==> src/rtl/riscv_pkg.sv <==
// riscv_pkg: opcodes, funct fields, ALU/FSM enums and decode helpers for the multicycle core
package riscv_pkg;
  localparam logic [6:0] OP_R      = 7'b0110011;
  localparam logic [6:0] OP_I      = 7'b0010011;
  localparam logic [6:0] OP_LOAD   = 7'b0000011;
  localparam logic [6:0] OP_STORE  = 7'b0100011;
  localparam logic [6:0] OP_BRANCH = 7'b1100011;
  localparam logic [6:0] OP_JAL    = 7'b1101111;
  localparam logic [6:0] OP_SYSTEM = 7'b1110011;
  localparam logic [2:0] F3_ADD  = 3'b000;
  localparam logic [2:0] F3_SLL  = 3'b001;
  localparam logic [2:0] F3_SLT  = 3'b010;
  localparam logic [2:0] F3_SLTU = 3'b011;
  localparam logic [2:0] F3_XOR  = 3'b100;
  localparam logic [2:0] F3_SRL  = 3'b101;
  localparam logic [2:0] F3_OR   = 3'b110;
  localparam logic [2:0] F3_AND  = 3'b111;
  localparam logic [2:0] F3_BEQ  = 3'b000;
  localparam logic [2:0] F3_BNE  = 3'b001;
  localparam logic [2:0] F3_LW   = 3'b010;
  localparam logic [6:0] F7_BASE = 7'b0000000;
  localparam logic [6:0] F7_ALT  = 7'b0100000;
  typedef enum logic [2:0] {ALU_ADD, ALU_SUB, ALU_AND, ALU_OR, ALU_XOR, ALU_SLT, ALU_SLL, ALU_SRL} alu_op_e;
  typedef enum logic [2:0] {S_FETCH, S_DECODE, S_EXECUTE, S_MEM, S_WB, S_HALT} state_e;
  // SYSTEM (ECALL) is deliberately not legal so it lands in HALT
  function automatic logic legal(input logic [31:0] ir);
    logic [2:0] f3;
    logic [6:0] f7;
    f3 = ir[14:12];
    f7 = ir[31:25];
    case (ir[6:0])
      OP_R:              legal = (f7 == F7_BASE && f3 != F3_SLTU) || (f7 == F7_ALT && f3 == F3_ADD);
      OP_I:              legal = f3 inside {F3_ADD, F3_AND, F3_OR, F3_SLT};
      OP_LOAD, OP_STORE: legal = f3 == F3_LW;
      OP_BRANCH:         legal = f3 inside {F3_BEQ, F3_BNE};
      OP_JAL:            legal = 1'b1;
      default:           legal = 1'b0;
    endcase
  endfunction
  function automatic alu_op_e alu_sel(input logic [31:0] ir);
    logic arith;
    arith = ir[6:0] == OP_R || ir[6:0] == OP_I;
    case (ir[14:12])
      F3_ADD:  alu_sel = (ir[6:0] == OP_R && ir[30]) ? ALU_SUB : ALU_ADD;
      F3_SLL:  alu_sel = ALU_SLL;
      F3_SLT:  alu_sel = ALU_SLT;
      F3_XOR:  alu_sel = ALU_XOR;
      F3_SRL:  alu_sel = ALU_SRL;
      F3_OR:   alu_sel = ALU_OR;
      F3_AND:  alu_sel = ALU_AND;
      default: alu_sel = ALU_ADD;
    endcase
    if (!arith) alu_sel = ALU_ADD;
  endfunction
endpackage

==> src/rtl/riscv_multicycle_alu.sv <==
// rv_alu: combinational ALU shared by all instruction phases
module rv_alu
  import riscv_pkg::*;
#(
  parameter int XLEN = 32
) (
  input  logic [XLEN-1:0] a_i,
  input  logic [XLEN-1:0] b_i,
  input  alu_op_e         op_i,
  output logic [XLEN-1:0] y_o
);
  always_comb begin
    y_o = a_i + b_i;
    case (op_i)
      ALU_SUB: y_o = a_i - b_i;
      ALU_AND: y_o = a_i & b_i;
      ALU_OR:  y_o = a_i | b_i;
      ALU_XOR: y_o = a_i ^ b_i;
      ALU_SLT: y_o = XLEN'($signed(a_i) < $signed(b_i));
      ALU_SLL: y_o = a_i << b_i[4:0];
      ALU_SRL: y_o = a_i >> b_i[4:0];
      default: ;
    endcase
  end
endmodule

==> src/rtl/riscv_multicycle.sv <==
// riscv_multicycle: FSM-sequenced RV32I-subset core with req/ack instruction and data memories
module riscv_multicycle
  import riscv_pkg::*;
#(
  parameter int              XLEN     = 32,
  parameter logic [XLEN-1:0] RESET_PC = '0,
  parameter int              NREGS    = 32
) (
  input  logic            clk,
  input  logic            reset,
  output logic            imem_req,
  output logic [XLEN-1:0] imem_addr,
  input  logic            imem_ack,
  input  logic [31:0]     imem_rdata,
  output logic            dmem_req,
  output logic            dmem_we,
  output logic [XLEN-1:0] dmem_addr,
  output logic [XLEN-1:0] dmem_wdata,
  input  logic            dmem_ack,
  input  logic [XLEN-1:0] dmem_rdata,
  output logic [XLEN-1:0] pc_out,
  output logic [31:0]     instr_out,
  output logic            halted
);
  localparam int AW = $clog2(NREGS);
  state_e state_q, state_d;
  logic [XLEN-1:0] pc_q, pc_d, a_q, a_d, b_q, b_d, imm_q, imm_d, aluout_q, aluout_d, mdr_q, mdr_d;
  logic [31:0] ir_q, ir_d;
  logic [XLEN-1:0] rf_q [NREGS];
  logic [6:0] opcode;
  logic [AW-1:0] rd, rs1, rs2;
  logic [XLEN-1:0] rs1_val, rs2_val, alu_b, alu_y, pc_plus4, pc_imm, wb_data;
  logic signed [31:0] imm32;
  logic taken, rf_we;
  assign opcode   = ir_q[6:0];
  assign rd       = ir_q[7 +: AW];
  assign rs1      = ir_q[15 +: AW];
  assign rs2      = ir_q[20 +: AW];
  assign rs1_val  = (rs1 == '0) ? '0 : rf_q[rs1];
  assign rs2_val  = (rs2 == '0) ? '0 : rf_q[rs2];
  assign imm32    = (opcode == OP_STORE)  ? {{20{ir_q[31]}}, ir_q[31:25], ir_q[11:7]} :
                    (opcode == OP_BRANCH) ? {{19{ir_q[31]}}, ir_q[31], ir_q[7], ir_q[30:25], ir_q[11:8], 1'b0} :
                    (opcode == OP_JAL)    ? {{11{ir_q[31]}}, ir_q[31], ir_q[19:12], ir_q[20], ir_q[30:21], 1'b0} :
                                            {{20{ir_q[31]}}, ir_q[31:20]};
  assign alu_b    = (opcode == OP_R) ? b_q : imm_q;
  assign pc_plus4 = pc_q + XLEN'(4);
  assign pc_imm   = pc_q + imm_q;
  assign taken    = ir_q[12] ? (a_q != b_q) : (a_q == b_q);
  assign wb_data  = (opcode == OP_LOAD) ? mdr_q : aluout_q;
  rv_alu #(.XLEN(XLEN)) u_alu (
    .a_i (a_q),
    .b_i (alu_b),
    .op_i(alu_sel(ir_q)),
    .y_o (alu_y)
  );
  // requests drop combinationally while reset is held
  assign imem_req   = !reset && state_q == S_FETCH;
  assign imem_addr  = pc_q;
  assign dmem_req   = !reset && state_q == S_MEM;
  assign dmem_we    = dmem_req && opcode == OP_STORE;
  assign dmem_addr  = aluout_q;
  assign dmem_wdata = b_q;
  assign pc_out     = pc_q;
  assign instr_out  = ir_q;
  assign halted     = !reset && state_q == S_HALT;
  always_comb begin
    state_d  = state_q;
    pc_d     = pc_q;
    ir_d     = ir_q;
    a_d      = a_q;
    b_d      = b_q;
    imm_d    = imm_q;
    aluout_d = aluout_q;
    mdr_d    = mdr_q;
    rf_we    = 1'b0;
    case (state_q)
      S_FETCH: begin
        ir_d    = imem_ack ? imem_rdata : ir_q;
        state_d = imem_ack ? S_DECODE : S_FETCH;
      end
      S_DECODE: begin
        a_d     = rs1_val;
        b_d     = rs2_val;
        imm_d   = XLEN'(imm32);
        state_d = legal(ir_q) ? S_EXECUTE : S_HALT;
      end
      S_EXECUTE: begin
        aluout_d = (opcode == OP_JAL) ? pc_plus4 : alu_y;
        pc_d     = (opcode == OP_JAL) ? pc_imm :
                   (opcode == OP_BRANCH) ? (taken ? pc_imm : pc_plus4) : pc_q;
        state_d  = (opcode == OP_BRANCH) ? S_FETCH :
                   (opcode == OP_LOAD || opcode == OP_STORE) ? S_MEM : S_WB;
      end
      S_MEM: begin
        mdr_d   = (dmem_ack && opcode == OP_LOAD) ? dmem_rdata : mdr_q;
        pc_d    = (dmem_ack && opcode == OP_STORE) ? pc_plus4 : pc_q;
        state_d = !dmem_ack ? S_MEM : (opcode == OP_STORE) ? S_FETCH : S_WB;
      end
      S_WB: begin
        rf_we   = rd != '0;
        pc_d    = (opcode == OP_JAL) ? pc_q : pc_plus4;
        state_d = S_FETCH;
      end
      default: state_d = S_HALT;
    endcase
  end
  always_ff @(posedge clk) begin
    if (reset) begin
      state_q  <= S_FETCH;
      pc_q     <= RESET_PC;
      ir_q     <= '0;
      a_q      <= '0;
      b_q      <= '0;
      imm_q    <= '0;
      aluout_q <= '0;
      mdr_q    <= '0;
    end else begin
      state_q  <= state_d;
      pc_q     <= pc_d;
      ir_q     <= ir_d;
      a_q      <= a_d;
      b_q      <= b_d;
      imm_q    <= imm_d;
      aluout_q <= aluout_d;
      mdr_q    <= mdr_d;
    end
  end
  always_ff @(posedge clk) begin
    if (rf_we) rf_q[rd] <= wb_data;
  end
endmodule

==> config.mk <==
export PLATFORM = sky130hd
export DESIGN_NAME = riscv_multicycle
export DESIGN_NICKNAME = d
export VERILOG_FILES = /design/src/rtl/riscv_pkg.sv /design/src/rtl/riscv_multicycle_alu.sv /design/src/rtl/riscv_multicycle.sv
export SDC_FILE = /design/constraint.sdc
export NUM_CORES = 2
export LEC_CHECK = 0
export BUFFER_PORTS_ARGS = -buffer_cell sky130_fd_sc_hd__buf_2
export CAP_MARGIN = 10
export CORE_MARGIN = 3
export CORE_UTILIZATION = 49
export CTS_CLUSTER_DIAMETER = 120
export DETAILED_ROUTE_END_ITERATION = 16
export GPL_TIMING_DRIVEN = 0
export PLACE_DENSITY = 0.65
export SLEW_MARGIN = 0
export SYNTH_ARGS = -nofsm -noshare
export SYNTH_HDL_FRONTEND = slang
export SYNTH_SLANG_ARGS = --single-unit
==> constraint.sdc <==
create_clock -name clk -period 9.7 [get_ports clk]
set_input_delay 0.485 -clock clk [delete_from_list [all_inputs] [get_ports clk]]
set_output_delay 0.485 -clock clk [all_outputs]
set_load 0.005 [all_outputs]
==> flow_results.xml <==
<?xml version="1.0" encoding="UTF-8"?>
<metrics>
  <group name="pwr">
    <metric name="power_frac_comb" unit="">0.143</metric>
    <metric name="power_frac_clock" unit="">0.403</metric>
    <metric name="total_leakage_power" unit="nW">25.1</metric>
    <metric name="power.density_cell_area" unit="nW/um^2">168</metric>
    <metric name="p_switching" unit="W">0.00355</metric>
    <metric name="pwr-share-seq" unit="">0.454</metric>
    <metric name="internal_power" unit="W">0.00941</metric>
    <metric name="switching_share_of_power" unit="">0.274</metric>
    <metric name="vdd_drop_max" unit="uV">177</metric>
  </group>
  <group name="global_routing">
    <metric name="grt_overflow" unit="">0</metric>
    <metric name="grt_max_degree" unit="">33</metric>
    <metric name="met2_usage" unit="">0.639</metric>
    <metric name="globalRoute.busiestLayer" unit="">met2</metric>
    <metric name="first_global_vias" unit="">48879</metric>
    <metric name="overall_fraction_of_global_route_tracks_in_use" unit="">0.395</metric>
    <metric name="grt_use_met3" unit="">0.0841</metric>
    <metric name="grt_first_pass_wirelength" unit="mm">386</metric>
    <metric name="antenna_found_initial" unit="">16</metric>
    <metric name="grt.met1_usage" unit="">0.494</metric>
  </group>
  <group name="critical_path">
    <metric name="path_cells" unit="">nand3b_4, nor2_8, mux2i_4, inv_2, clkbuf_1, clkbuf_1, ha_1, buf_6, o21ai_0, o211ai_1, a2111oi_0, dlymetal6s2s_1, o41ai_1, a21oi_1, nor2_1, nor2_1, xnor2_1, a31oi_1, o21ai_1, a21oi_1</metric>
    <metric name="critical_path.startpoint" unit="">instr_out[5]</metric>
    <metric name="critical_path.reg2reg.endpoint" unit="">dmem_addr[16]</metric>
    <metric name="setup.worst_path.class" unit="">reg2reg</metric>
    <metric name="r2r_path_start" unit="">instr_out[5]</metric>
    <metric name="end_kind" unit="">flop</metric>
    <metric name="cp_slowest_cell" unit="">o41ai_1</metric>
    <metric name="crit_end" unit="">dmem_addr[16]</metric>
    <metric name="timing.reg2reg.worst_path_depth" unit="">20</metric>
    <metric name="r2r_setup_slack" unit="ns">1.60</metric>
    <metric name="timing.critical_path.arrival" unit="ns">8.74</metric>
    <metric name="critical_path.max_stage_delay" unit="ns">1.10</metric>
    <metric name="critical_path.n_buffers_inverters" unit="">5</metric>
    <metric name="cp.required" unit="ns">10.35</metric>
    <metric name="cp_max_fo" unit="">10</metric>
    <metric name="count_of_cell_instances_traversed_by_the_critical_path" unit="">20</metric>
    <metric name="critical_path.top_delay_family" unit="">compound AO/OA/AOI/OAI gates</metric>
    <metric name="setup.worst_path.start_class" unit="">flop</metric>
  </group>
  <group name="finish">
    <metric name="syn_to_final_growth" unit="%">14.8</metric>
    <metric name="drive_gt1_frac" unit="">0.254</metric>
    <metric name="finish.net_count" unit="">5497</metric>
    <metric name="final_cell_area" unit="sq um">76900</metric>
    <metric name="seqCellArea" unit="sq um">35300</metric>
    <metric name="fill_cells" unit="">10919</metric>
    <metric name="multi_input_comb_area" unit="sq um">30000</metric>
  </group>
  <group name="cts">
    <metric name="clock_tree_root_buffer_cell" unit="">clkbuf_16</metric>
    <metric name="clkSlewWorstSetupHoldPaths" unit="ns">0.07</metric>
    <metric name="clk_path_buf_depth" unit="">3</metric>
    <metric name="tritoncts_num_sinks" unit="">1250</metric>
    <metric name="tritoncts" unit="">yes</metric>
    <metric name="worstSkewPairLatency" unit="ns">0.79</metric>
    <metric name="cts-htree-levels" unit="">4</metric>
    <metric name="numCtsBuffers" unit="">137</metric>
    <metric name="cts_setup_buffers" unit="">0</metric>
  </group>
  <group name="sta">
    <metric name="setup_viol" unit="">0</metric>
    <metric name="finClkSkew" unit="ns">0.0297</metric>
    <metric name="slew_violations" unit="">0</metric>
    <metric name="slew_hr" unit="">0.138</metric>
    <metric name="fin_crit" unit="ns">8.10</metric>
    <metric name="final.setup.tns" unit="ns">0</metric>
    <metric name="worstMarginPinSlew" unit="ns">1.28</metric>
    <metric name="hold_violations" unit="">0</metric>
    <metric name="setup_slack" unit="ns">1.60</metric>
    <metric name="max_freq" unit="GHz">0.124</metric>
    <metric name="final.period_utilization" unit="">0.835</metric>
    <metric name="rsz0062_at_grt" unit="">false</metric>
  </group>
  <group name="drt">
    <metric name="detail_route.drc_violations" unit="">0</metric>
    <metric name="drt.antenna.violating_nets" unit="">0</metric>
    <metric name="totalWireLength" unit="mm">280</metric>
    <metric name="post_drt_via_cell_ratio" unit="">6.88</metric>
    <metric name="avgRoutedWirePerCell" unit="um">38.9</metric>
    <metric name="number_of_vias_in_the_routed_layout" unit="">49516</metric>
    <metric name="detailedRoute.firstPassIterationCount" unit="">5</metric>
    <metric name="drt_first_iter_violations" unit="">6441</metric>
  </group>
  <group name="synthesis">
    <metric name="ys_top_cells_by_area" unit="">edfxtp_1 (46%), mux4_2 (22%), dfxtp_1 (6.7%), a21oi_1 (2.8%), ha_1 (2.3%)</metric>
    <metric name="cell_taking_the_most_area_after_synthesis" unit="">edfxtp_1</metric>
    <metric name="synth_simple_gate_area_frac" unit="">0.0663</metric>
    <metric name="synth.lib_cells_used.distinct" unit="">116</metric>
    <metric name="yosys_warnings" unit="">0</metric>
    <metric name="post-synth-top-count-cell" unit="">edfxtp_1</metric>
    <metric name="syn-cell-area" unit="sq um">67000</metric>
    <metric name="largest_family_of_logic_cells_by_synthesized_area" unit="">multiplexers</metric>
    <metric name="yosys_register_bits" unit="">1250</metric>
    <metric name="synth_compound_area_frac" unit="">0.0926</metric>
    <metric name="synthesis.area_per_instance" unit="sq um">14.0</metric>
    <metric name="yosys.area_share.xor_xnor" unit="">0.0157</metric>
    <metric name="synth_top_cell_area_share" unit="">0.459</metric>
    <metric name="synth_top_flop_cell" unit="">edfxtp_1</metric>
    <metric name="syn-instance-count" unit="">4778</metric>
    <metric name="yosys.area_share.adder" unit="">0.0234</metric>
    <metric name="count_of_flip_flops_with_a_built_in_enable_after_synthesis" unit="">1024</metric>
    <metric name="synthMuxAreaShare" unit="">0.243</metric>
    <metric name="yosys-top-cells-count" unit="">edfxtp_1 (1024), mux4_2 (641), a21oi_1 (381), nor2_1 (350), nand2_1 (316)</metric>
    <metric name="synthArstFlopShare" unit="">0</metric>
    <metric name="sequential_share_of_the_synthesized_area" unit="">0.526</metric>
  </group>
  <group name="floorplan">
    <metric name="floorplan.initialDensity" unit="">0.494</metric>
    <metric name="fp.dieArea" unit="sq um">141000</metric>
    <metric name="placementRows" unit="">135</metric>
    <metric name="floorplan.core_area" unit="sq um">136000</metric>
    <metric name="boundaryPins" unit="">232</metric>
    <metric name="die_h" unit="um">376</metric>
    <metric name="die_x" unit="um">376</metric>
  </group>
  <group name="hold_path">
    <metric name="hold_class" unit="">in2reg</metric>
  </group>
  <group name="placement">
    <metric name="place_ws" unit="ns">2.16</metric>
    <metric name="place_hpwl" unit="mm">214</metric>
    <metric name="io_buffer_count" unit="">231</metric>
    <metric name="detailed_place.area" unit="sq um">71600</metric>
    <metric name="finalWeightedCongestion" unit="">1.12</metric>
  </group>
  <group name="status">
    <metric name="run_status" unit="">complete, no violations</metric>
  </group>
  <group name="run">
    <metric name="drv_cap" unit="">0</metric>
  </group>
</metrics>
-- per-stage QoR --
| step | power [W] | cells | hold WS, ns | utilization |
|---|---|---|---|---|
| global route | 0.0133 | 7193 | 0.0615 | 0.567 |
| CTS | 0.0129 | 7174 | 0.000137 | 0.565 |
| floorplan | 0.00702 | 4809 | 0.433 | - |
| finish | 0.0130 | 7198 | 0.0718 | 0.567 |
| detailed placement | 0.00776 | 6865 | 0.444 | 0.528 |
| global placement | 0.00775 | 6821 | 0.440 | 0.520 |
-- registers in the layout, summed over array words and instances (netlist names), named ones only --
register and count:
rf_q 1024, a_q 32, dmem_addr 32, dmem_wdata 32, imem_addr 32, instr_out 32, mdr_q 32, imm_q 21
state_q 3
-- area by class of cell --
type / count / share of cell area
well taps: 1781 / 0.0290
diodes: 5 / 0.000163
clock inverters: 72 / 0.00945
plain buffers: 389 / 0.0224
clock buffers: 174 / 0.0481
multi-input cells: 3051 / 0.389
flip-flops and latches: 1250 / 0.458
repair buffers: 357 / 0.0372
inverters: 119 / 0.00587
-- cell families (layout without fill, tap and decap cells) --
logic type      Yosys count  in the layout
buf+inv                 508           1111
flops                  1250           1250
simple gates            977            977
compound gates          977            977
fa+ha+maj               124            124
xor+xnor                120            120
mux                     821            821
other cells               1             37
-- placed cells by master (no fill, tap or decap), types with 29 or more instances in the layout --
cell type,instances
a211oi_1,31
a21o_1,55
a21oi_1,381
a221oi_1,35
a31oi_1,30
buf_1,72
buf_12,30
buf_2,268
buf_4,49
clkbuf_1,259
clkbuf_16,142
conb_1,32
dfxtp_1,226
dlygate4sd3_1,63
edfxtp_1,1024
ha_1,122
inv_1,113
mux2_2,50
mux2i_1,129
mux4_2,641
nand2_1,316
nand3_1,66
nor2_1,317
nor2_4,32
nor3_1,68
o21ai_0,182
o21ai_1,29
xnor2_1,55
xor2_1,65
-- worst reg2reg max path, cell delays in order, from the launching register on --
cell	delay, ns
dfxtp_1	0.65
nand3b_4	0.27
nor2_8	0.21
mux2i_4	0.18
inv_2	0.32
clkbuf_1	0.65
clkbuf_1	0.84
ha_1	0.33
buf_6	0.14
o21ai_0	0.10
o211ai_1	0.42
a2111oi_0	0.19
dlymetal6s2s_1	0.25
o41ai_1	1.10
a21oi_1	0.22
nor2_1	0.14
nor2_1	0.06
xnor2_1	0.81
a31oi_1	0.48
o21ai_1	0.49
a21oi_1	0.12
-- power by group through the flow --
stage / sequential, W / clock [W] / combinational (W)
floorplan: 0.00593 / 0 / 0.00109
global placement: 0.00599 / 0 / 0.00175
detailed placement: 0.00599 / 0 / 0.00177
CTS: 0.00588 / 0.00526 / 0.00179
global route: 0.00588 / 0.00547 / 0.00192
finish: 0.00589 / 0.00523 / 0.00185
-- per-layer routing --
layer,part of all wire,wire length [um],vias to the layer above
li1,-,-,20063
met1,0.36,100000,25410
met2,0.48,133000,3284
met3,0.099,27600,751
met4,0.069,19300,8
met5,0.00020,57,-
-- worst min path at each step --
stage | slack, ns | cells after the start | start | endpoint
final | 0.07 | 3 | imem_rdata[22] | instr_out[22]
after global routing | 0.06 | 3 | imem_rdata[22] | flop
after CTS | 0.0001 | 3 | imem_rdata[22] | instr_out[22]
after detailed placement | 0.44 | 2 | mdr_q[0] | mdr_q[0]
after global placement | 0.44 | 2 | mdr_q[20] | mdr_q[20]
after floorplan | 0.43 | 2 | mdr_q[0] | mdr_q[0]
-- repair_timing --
action,CTS,global route
endpoints found under the setup margin,0,0
gates resized for setup,0,0
hold buffers,63,0
endpoints found under the hold margin,72,0
(Power assumes the default switching activity.)
